==> src/rtl/fetch_ctrl.sv <==
// Instruction fetch controller: PC sequencing, redirects held across memory wait states, and misaligned-target handling.
// Optional macro FETCH_TRAP_EN: a misaligned redirect vectors to TRAP_VEC instead of halting fetch.
//
// state | meaning
// BOOT  | one idle cycle after reset, PCF = RESET_PC, no request
// FETCH | requesting PCF every cycle
// HALT  | stopped after a misaligned redirect, sticky until reset
// TRAP  | (FETCH_TRAP_EN) one idle cycle loading TRAP_VEC
module fetch_ctrl #(
    parameter logic [31:0] RESET_PC = 32'h0000_0000,
    parameter logic [31:0] TRAP_VEC = 32'h0000_0100
) (
    input  logic        clk,
    input  logic        reset,
    input  logic        StallF,
    input  logic        PCSrcE,
    input  logic [31:0] PCTargetE,
    input  logic        imem_ready,
    output logic        imem_req,
    output logic [31:0] PCF,
    output logic [31:0] PCPlus4F,
    output logic        PCEnF,
    output logic        InstrValidF,
    output logic        FlushD,
    output logic        MisalignF,
    output logic        Halted,
    output logic [31:0] FetchCnt
);

    localparam logic [1:0] S_BOOT  = 2'd0;
    localparam logic [1:0] S_FETCH = 2'd1;
    localparam logic [1:0] S_HALT  = 2'd2;
`ifdef FETCH_TRAP_EN
    localparam logic [1:0] S_TRAP  = 2'd3;
`endif

    if (RESET_PC[1:0] != 2'b00) begin : g_bad_reset_pc
        $error("fetch_ctrl: RESET_PC must be word aligned");
    end
    if (TRAP_VEC[1:0] != 2'b00) begin : g_bad_trap_vec
        $error("fetch_ctrl: TRAP_VEC must be word aligned");
    end

    logic [1:0]  r_state;
    logic [31:0] r_pcf;
    logic        r_pend_valid;
    logic [31:0] r_pend_target;
    logic [31:0] r_fetch_cnt;

    logic [1:0]  w_state_nxt;
    logic [31:0] w_pcf_nxt;
    logic        w_pend_valid_nxt;
    logic [31:0] w_pend_target_nxt;
    logic        w_cnt_inc;
    logic        w_pc_en;
    logic        w_instr_valid;
    logic        w_flush;
    logic        w_misalign;
    logic        w_tgt_misaligned;
    logic [31:0] w_pc_plus4;

    assign w_pc_plus4       = r_pcf + 32'd4;
    assign w_tgt_misaligned = (PCTargetE[1:0] != 2'b00);

    always_comb begin
        w_state_nxt       = r_state;
        w_pcf_nxt         = r_pcf;
        w_pend_valid_nxt  = r_pend_valid;
        w_pend_target_nxt = r_pend_target;
        w_cnt_inc         = 1'b0;
        w_pc_en           = 1'b0;
        w_instr_valid     = 1'b0;
        w_flush           = 1'b0;
        w_misalign        = 1'b0;
        case (r_state)
            S_BOOT: begin
                w_state_nxt = S_FETCH;
            end
            S_FETCH: begin
                if (PCSrcE) begin
                    w_flush = 1'b1;
                    if (w_tgt_misaligned) begin
                        w_misalign       = 1'b1;
                        w_pend_valid_nxt = 1'b0;
`ifdef FETCH_TRAP_EN
                        w_state_nxt      = S_TRAP;
`else
                        w_state_nxt      = S_HALT;
`endif
                    end else if (imem_ready) begin
                        w_pcf_nxt        = PCTargetE;
                        w_pc_en          = 1'b1;
                        w_pend_valid_nxt = 1'b0;
                    end else begin
                        // memory still busy with the old PCF: park the target until it answers
                        w_pend_target_nxt = PCTargetE;
                        w_pend_valid_nxt  = 1'b1;
                    end
                end else if (r_pend_valid) begin
                    if (imem_ready) begin
                        w_pcf_nxt        = r_pend_target;
                        w_pc_en          = 1'b1;
                        w_pend_valid_nxt = 1'b0;
                    end
                end else if (StallF) begin
                    w_instr_valid = imem_ready;
                end else if (imem_ready) begin
                    w_pcf_nxt     = w_pc_plus4;
                    w_pc_en       = 1'b1;
                    w_instr_valid = 1'b1;
                    w_cnt_inc     = 1'b1;
                end
            end
`ifdef FETCH_TRAP_EN
            S_TRAP: begin
                w_pcf_nxt   = TRAP_VEC;
                w_pc_en     = 1'b1;
                w_state_nxt = S_FETCH;
            end
`endif
            S_HALT: begin
                w_state_nxt = S_HALT;
            end
            default: begin
                w_state_nxt = S_BOOT;
            end
        endcase
    end

    always_ff @(posedge clk) begin
        if (reset) begin
            r_state       <= S_BOOT;
            r_pcf         <= RESET_PC;
            r_pend_valid  <= 1'b0;
            r_pend_target <= 32'd0;
            r_fetch_cnt   <= 32'd0;
        end else begin
            r_state       <= w_state_nxt;
            r_pcf         <= w_pcf_nxt;
            r_pend_valid  <= w_pend_valid_nxt;
            r_pend_target <= w_pend_target_nxt;
            if (w_cnt_inc) begin
                r_fetch_cnt <= r_fetch_cnt + 32'd1;
            end
        end
    end

    assign imem_req    = (r_state == S_FETCH);
    assign Halted      = (r_state == S_HALT);
    assign PCF         = r_pcf;
    assign PCPlus4F    = w_pc_plus4;
    assign PCEnF       = w_pc_en;
    assign InstrValidF = w_instr_valid;
    assign FlushD      = w_flush;
    assign MisalignF   = w_misalign;
    assign FetchCnt    = r_fetch_cnt;

endmodule

==> config.mk <==
export PLATFORM = sky130hd
export DESIGN_NAME = fetch_ctrl
export DESIGN_NICKNAME = d
export VERILOG_FILES = /design/src/rtl/fetch_ctrl.sv
export SDC_FILE = /design/constraint.sdc
export NUM_CORES = 1
export LEC_CHECK = 0
export ABC_AREA = 1
export BUFFER_PORTS_ARGS = -buffer_cell sky130_fd_sc_hd__buf_4
export CAP_MARGIN = 20
export CORE_ASPECT_RATIO = 0.7
export CORE_UTILIZATION = 59
export CTS_CLUSTER_DIAMETER = 200
export DETAILED_ROUTE_END_ITERATION = 16
export PLACE_DENSITY = 0.91
export SLEW_MARGIN = 30
export SYNTH_ARGS = -nofsm -noshare
export SYNTH_HDL_FRONTEND = slang
export SYNTH_SLANG_ARGS = --single-unit
==> constraint.sdc <==
create_clock -name clk -period 4.25 [get_ports clk]
set_input_delay 0.425 -clock clk [delete_from_list [all_inputs] [get_ports clk]]
set_output_delay 0.425 -clock clk [all_outputs]
set_load 0.01 [all_outputs]
==> results.txt, run 1 <==
Status: finished clean
Finished Layout Cells: 1209
Peak Freq: 398.8 MHz
Crit. End Element: primary output
CP delay by family, top: simple AND/OR/NAND/NOR gates
Core region area: 9759 um^2
Starting density of the core: 61.09%
H-Tree Depth: 3
DRC: 0
Worst path arrival time: 2080 ps
Setup TNS Final: 0 ps
Cell Area, Synth: 5962 um^2
Drt total wl: 17.59 mm
CP most frequent cell: nor2_4
Period minus WS final: 2508 ps
CTS Buf Count: 9
Tightest Pin Transition: 926.7 ps
TritonCTS clock tree: yes
Nets: 1118
Fillers: 779
Worst-path clk slew: 70 ps
Die W: 122.2 um
Fraction of registers with async set/reset: 0%
Synth Flop Type: dfxtp_1
Worst VDD drop: 0.2360 mV
Cell leakage power: 3.263 nW
Max Cap Viol: 0
Unrepaired setup endpoints after global routing: no
Synth unique cells: 37
Clk buf depth: 2
Post-route cell area: 7302 um^2
Detail Placement HPWL: 12.93 mm
CP Class: reg -> out
Area Growth Syn to Fin: 22.48%
Post-DRT Antenna Nets: 0
Antenna cells: 0
CP cell instances: ha_1, nand2_1, nor2_4, nand2_2, nor2_4, xor2_1, buf_4
Row cnt: 30
Clock Root Buffer: clkbuf_16
GPL Wtd Cong: 0.9711
Post-CTS Hold Fix Bufs: 0
Die H: 86.11 um
Mean Syn Cell Area: 6.217 um^2
Tcrit/Tclk final: 59.01%
Synth Instances: 959
Largest net degree at the start of global routing: 60
DIE AREA: 10520 um^2
Rel. slew slack: 38.16%
Number of warnings issued by yosys: 0
Routed len/inst: 14.55 um
Total grt overflow: 0
Fin. max-slew vios: 0
Worst Hold Class: in -> reg
Final Hold Vio Count: 0
Post-synth EDFFs: 0
Crit-path max cell delay: 440 ps
I/O pin cnt: 139
DP Area: 7005 um^2
Critical path buffers and inverters: 1
Initial antenna violation count: 0
Most common cell after layout, fill and taps aside: nand2_1
#FFs+latches synth: 99
First-pass DRT Iterations: 7
Share of layout cells above drive strength 1: 18.87%
# resized after CTS: 0
Total track usage: 33.51%
Syn_nets: 1001
I/O Buffers: 138
Finished Core Util: 74.82%
Global-route wire length before repair: 27.21 mm
Critical Path RT: 3830 ps
Crit path max fanout: 5
Final setup viols: 0
Final setup skew: 6.114 ps
P per Cell Area: 325.8 nW/um^2
Sequential share of the synthesized area: 33.24%
Worst-Skew Late Latency: 350 ps
Via/cell ratio: 5.435
Commonest non-fill, non-tap cells in the layout: nand2_1 (325), buf_4 (142), nor2_1 (133)
Sink Count: 99
Vias: 6571
Buffer count from post-CTS setup fixing: 0
Slowest stage cell, crit path: dfxtp_1
Initial DRC count: 919
Dpl cells: 1192
Vias in the first global route: 5402
Worst setup SP type: register
[area by class of cell]
cell class	instances	area (um^2)	share of cell area [%]
clock buffers	11	242.7	3.324
clock inverters	5	38.79	0.5312
inverters	104	390.4	5.346
repair buffers	143	1081	14.80
well taps	128	160.2	2.193
multi-input cells	719	3407	46.66
flip-flops and latches	99	1982	27.14
[cell families after synthesis]
kind of cell / after synthesis / share of synthesized area (%)
simple gates: 539 / 38.03
compound gates: 155 / 14.25
flops: 99 / 33.24
fa+ha+maj: 5 / 1.049
buf+inv: 141 / 9.864
xor+xnor: 20 / 3.568
[registers in the layout (all words and copies together) (netlist names)]
register	count
PCF	32
r_state	2
FetchCnt	32
r_pend_valid	1
r_pend_target	32
[final timing paths]
path / from / to / slack [ps] / cells past startpoint
max: PCF[2] / PCPlus4F[14] / 1740 / 7
min: PCTargetE[31] / r_pend_target[31] / 310 / 3
max reg2reg: r_state[1] / FetchCnt[5] / 1870 / 9
min reg2reg: r_pend_target[1] / r_pend_target[1] / 450 / 2
[metal layers]
layer | vias to the layer above | share of wire (%) | GRT usage, %
met5 | - | 0 | 0
met4 | 0 | 1.0 | 6.319
met3 | 16 | 13 | 9.109
met2 | 395 | 41 | 46.79
met1 | 2937 | 45 | 50.97
li1 | 3223 | - | -
[synthesized netlist by cell type (13+ instances only)]
library cell | instances | area, um^2
nand2_1 | 325 | 1220
nor2_1 | 133 | 499.2
dfxtp_1 | 99 | 1982
inv_1 | 98 | 367.9
a21oi_1 | 76 | 380.4
o21ai_0 | 58 | 290.3
nand3_1 | 36 | 180.2
buf_2 | 17 | 85.08
xor2_1 | 14 | 122.6
clkbuf_1 | 13 | 48.80
nor2_4 | 13 | 146.4
[power by group]
group	switching, mW	total, mW	internal (mW)
Clock	0.369	0.784	0.416
Combinational	0.310	0.539	0.229
Sequential	0.0700	1.06	0.986
Total	0.748	2.38	1.63
[stage by stage]
step | hold WS [ps] | setup slack [ps] | total power, mW
after global placement | 431.0 | 1713 | 1.584
after detailed placement | 433.3 | 1643 | 1.599
final | 313.5 | 1742 | 2.379
after CTS | 313.2 | 1679 | 2.367
after floorplan | 424.4 | 2461 | 1.357
after global routing | 311.2 | 1672 | 2.474
[worst register-to-register path, stage by stage, from the launching register on]
cell and delay, ps:
dfxtp_1 310, inv_1 90, ha_1 260, nand2_1 150
inv_1 90, nand3_2 420, inv_2 540, nand4_1 180
o21ai_0 180, a21oi_1 50
(Power assumes the default switching activity.)
==> run 2: changes to the inputs <==
CORE_UTILIZATION = 55   (was 59)
PLACE_DENSITY = 0.86   (was 0.91)
clock period = 2.4 ns   (was 4.25 ns; I/O delays follow)
==> results.txt, run 2 (synthesized netlist as in run 1, its figures left out) <==
Worst Hold Class: in -> reg
I/O pin cnt: 139
H-Tree Depth: 3
Worst path arrival time: 2040 ps
Net Switching: 1.351 mW
Hold Crit Depth: 3
Status: finished clean
Hold slack: 128.8 ps
Worst-Skew Late Latency: 350 ps
Multi-input logic area: 3407 um^2
CTS Buf Count: 9
Clk buf depth: 2
Cell count of the worst reg-to-reg path: 9
Flop pwr share: 43.2%
Tightest Pin Transition: 654.2 ps
Worst setup SP type: register
Antenna cells: 0
I/O Buffers: 138
Initial DRC count: 721
DP Area: 7053 um^2
WP depth: 8
Row cnt: 31
Slowest stage cell, crit path: dfxtp_1
Post-layout power: 4.321 mW
Crit. End Element: primary output
Post-route cell area: 7353 um^2
Reg area: 1982 um^2
Via/cell ratio: 5.349
DIE AREA: 11270 um^2
Final Hold Vio Count: 0
Area Growth Syn to Fin: 23.34%
First-pass DRT Iterations: 5
Fin. max-slew vios: 0
Switching share of power: 31.25%
Drt total wl: 17.59 mm
CP Class: reg -> out
Detail Placement HPWL: 13.05 mm
Period minus WS final: 2279 ps
# resized after CTS: 0
Nets: 1121
P_int: 2.971 mW
RR Startpoint: r_state[1]
Crit-path max cell delay: 430 ps
Tcrit/Tclk final: 94.97%
Final setup skew: 6.653 ps
Commonest non-fill, non-tap cells in the layout: nand2_1 (325), buf_4 (145), nor2_1 (133)
Die W: 126.4 um
DRC: 0
Setup TNS Final: 0 ps
Routed len/inst: 14.47 um
Most common cell after layout, fill and taps aside: nand2_1
Critical Path RT: 2160 ps
Clock Root Buffer: clkbuf_16
Clock power share: 34.7%
Cell leakage power: 3.291 nW
Global-route wire length before repair: 27.46 mm
Hold Crit Start: PCTargetE[2]
TritonCTS clock tree: yes
Post-DRT Antenna Nets: 0
Post-CTS Hold Fix Bufs: 0
Total track usage: 31.46%
Sink Count: 99
Total grt overflow: 0
GPL Wtd Cong: 0.9900
Initial antenna violation count: 0
Core region area: 10430 um^2
CP delay by family, top: simple AND/OR/NAND/NOR gates
Max Cap Viol: 0
P per Cell Area: 587.7 nW/um^2
Final setup viols: 0
Fillers: 894
CP cell instances: ha_1, nand2_1, nor2_4, nand2_1, nor2_4, nand3_1, and2_1, buf_4
Buffer count from post-CTS setup fixing: 0
Die H: 89.11 um
Worst Hold End: r_pend_target[2]
Starting density of the core: 57.14%
Worst-path clk slew: 70 ps
Worst VDD drop: 0.3688 mV
Rel. slew slack: 56.39%
Unrepaired setup endpoints after global routing: no
Crit path max fanout: 4
Critical path buffers and inverters: 1
Finished Layout Cells: 1216
Dpl cells: 1200
Comb pwr share: 22.1%
Vias in the first global route: 5465
Peak Freq: 438.7 MHz
Vias: 6504
Worst r2r dst: FetchCnt[5]
FF-to-FF setup slack: 370 ps
Share of layout cells above drive strength 1: 19.19%
Largest net degree at the start of global routing: 67
==> run 2: metrics by stage <==
stage          setup slack, ps  utilization [%]
2_1_floorplan            796.4                -
3_3_place_gp             475.9            67.60
3_5_place_dp             391.6            67.60
4_1_cts                  146.4            70.48
5_1_grt                  33.01            70.48
6_report                 120.6            70.48
==> run 2: how the worst max path moves through the flow <==
| stage | from | to | slack, ps |
|---|---|---|---|
| after detailed placement | PCSrcE | PCF[11] | 390 |
| after CTS | PCF[2] | PCPlus4F[24] | 150 |
| after global placement | PCSrcE | PCF[24] | 480 |
| after floorplan | PCF[2] | PCPlus4F[24] | 800 |
| after global routing | PCF[2] | PCPlus4F[24] | 30 |
| final | PCF[2] | PCPlus4F[24] | 120 |
==> run 2: worst register-to-register path, delay by kind of cell, from the launching register on <==
family                     cells  cell delay (ps)
AOI/OAI and AO/OA              2              270
adders and majority gates      1              230
buffers and inverters          3              580
DFF                            1              320
and+or+nand+nor                3              520
==> run 2: per-layer routing <==
metal	wire length [um]	global-route usage, %
met1	8225	47.20
met2	7072	45.55
met3	2003	6.104
met4	290	8.762
met5	0	0
==> run 2: area by class of cell <==
cell class                 instances  share of cell area (%)
clock buffer                       9                   3.063
clock inverter                     7                   1.021
inverter                         104                   5.309
multi-input combinational        719                   46.33
sequential                        99                   26.95
tap                              132                   2.246
timing repair buffer             146                   15.08
==> run 2: power groups by stage <==
stage               clock (mW)  combinational [mW]  sequential, mW
finish                    1.50               0.954            1.87
global route              1.57                1.06            1.88
CTS                       1.50               0.944            1.86
detailed placement           0               0.936            1.90
global placement             0               0.917            1.90
floorplan                    0               0.503            1.90
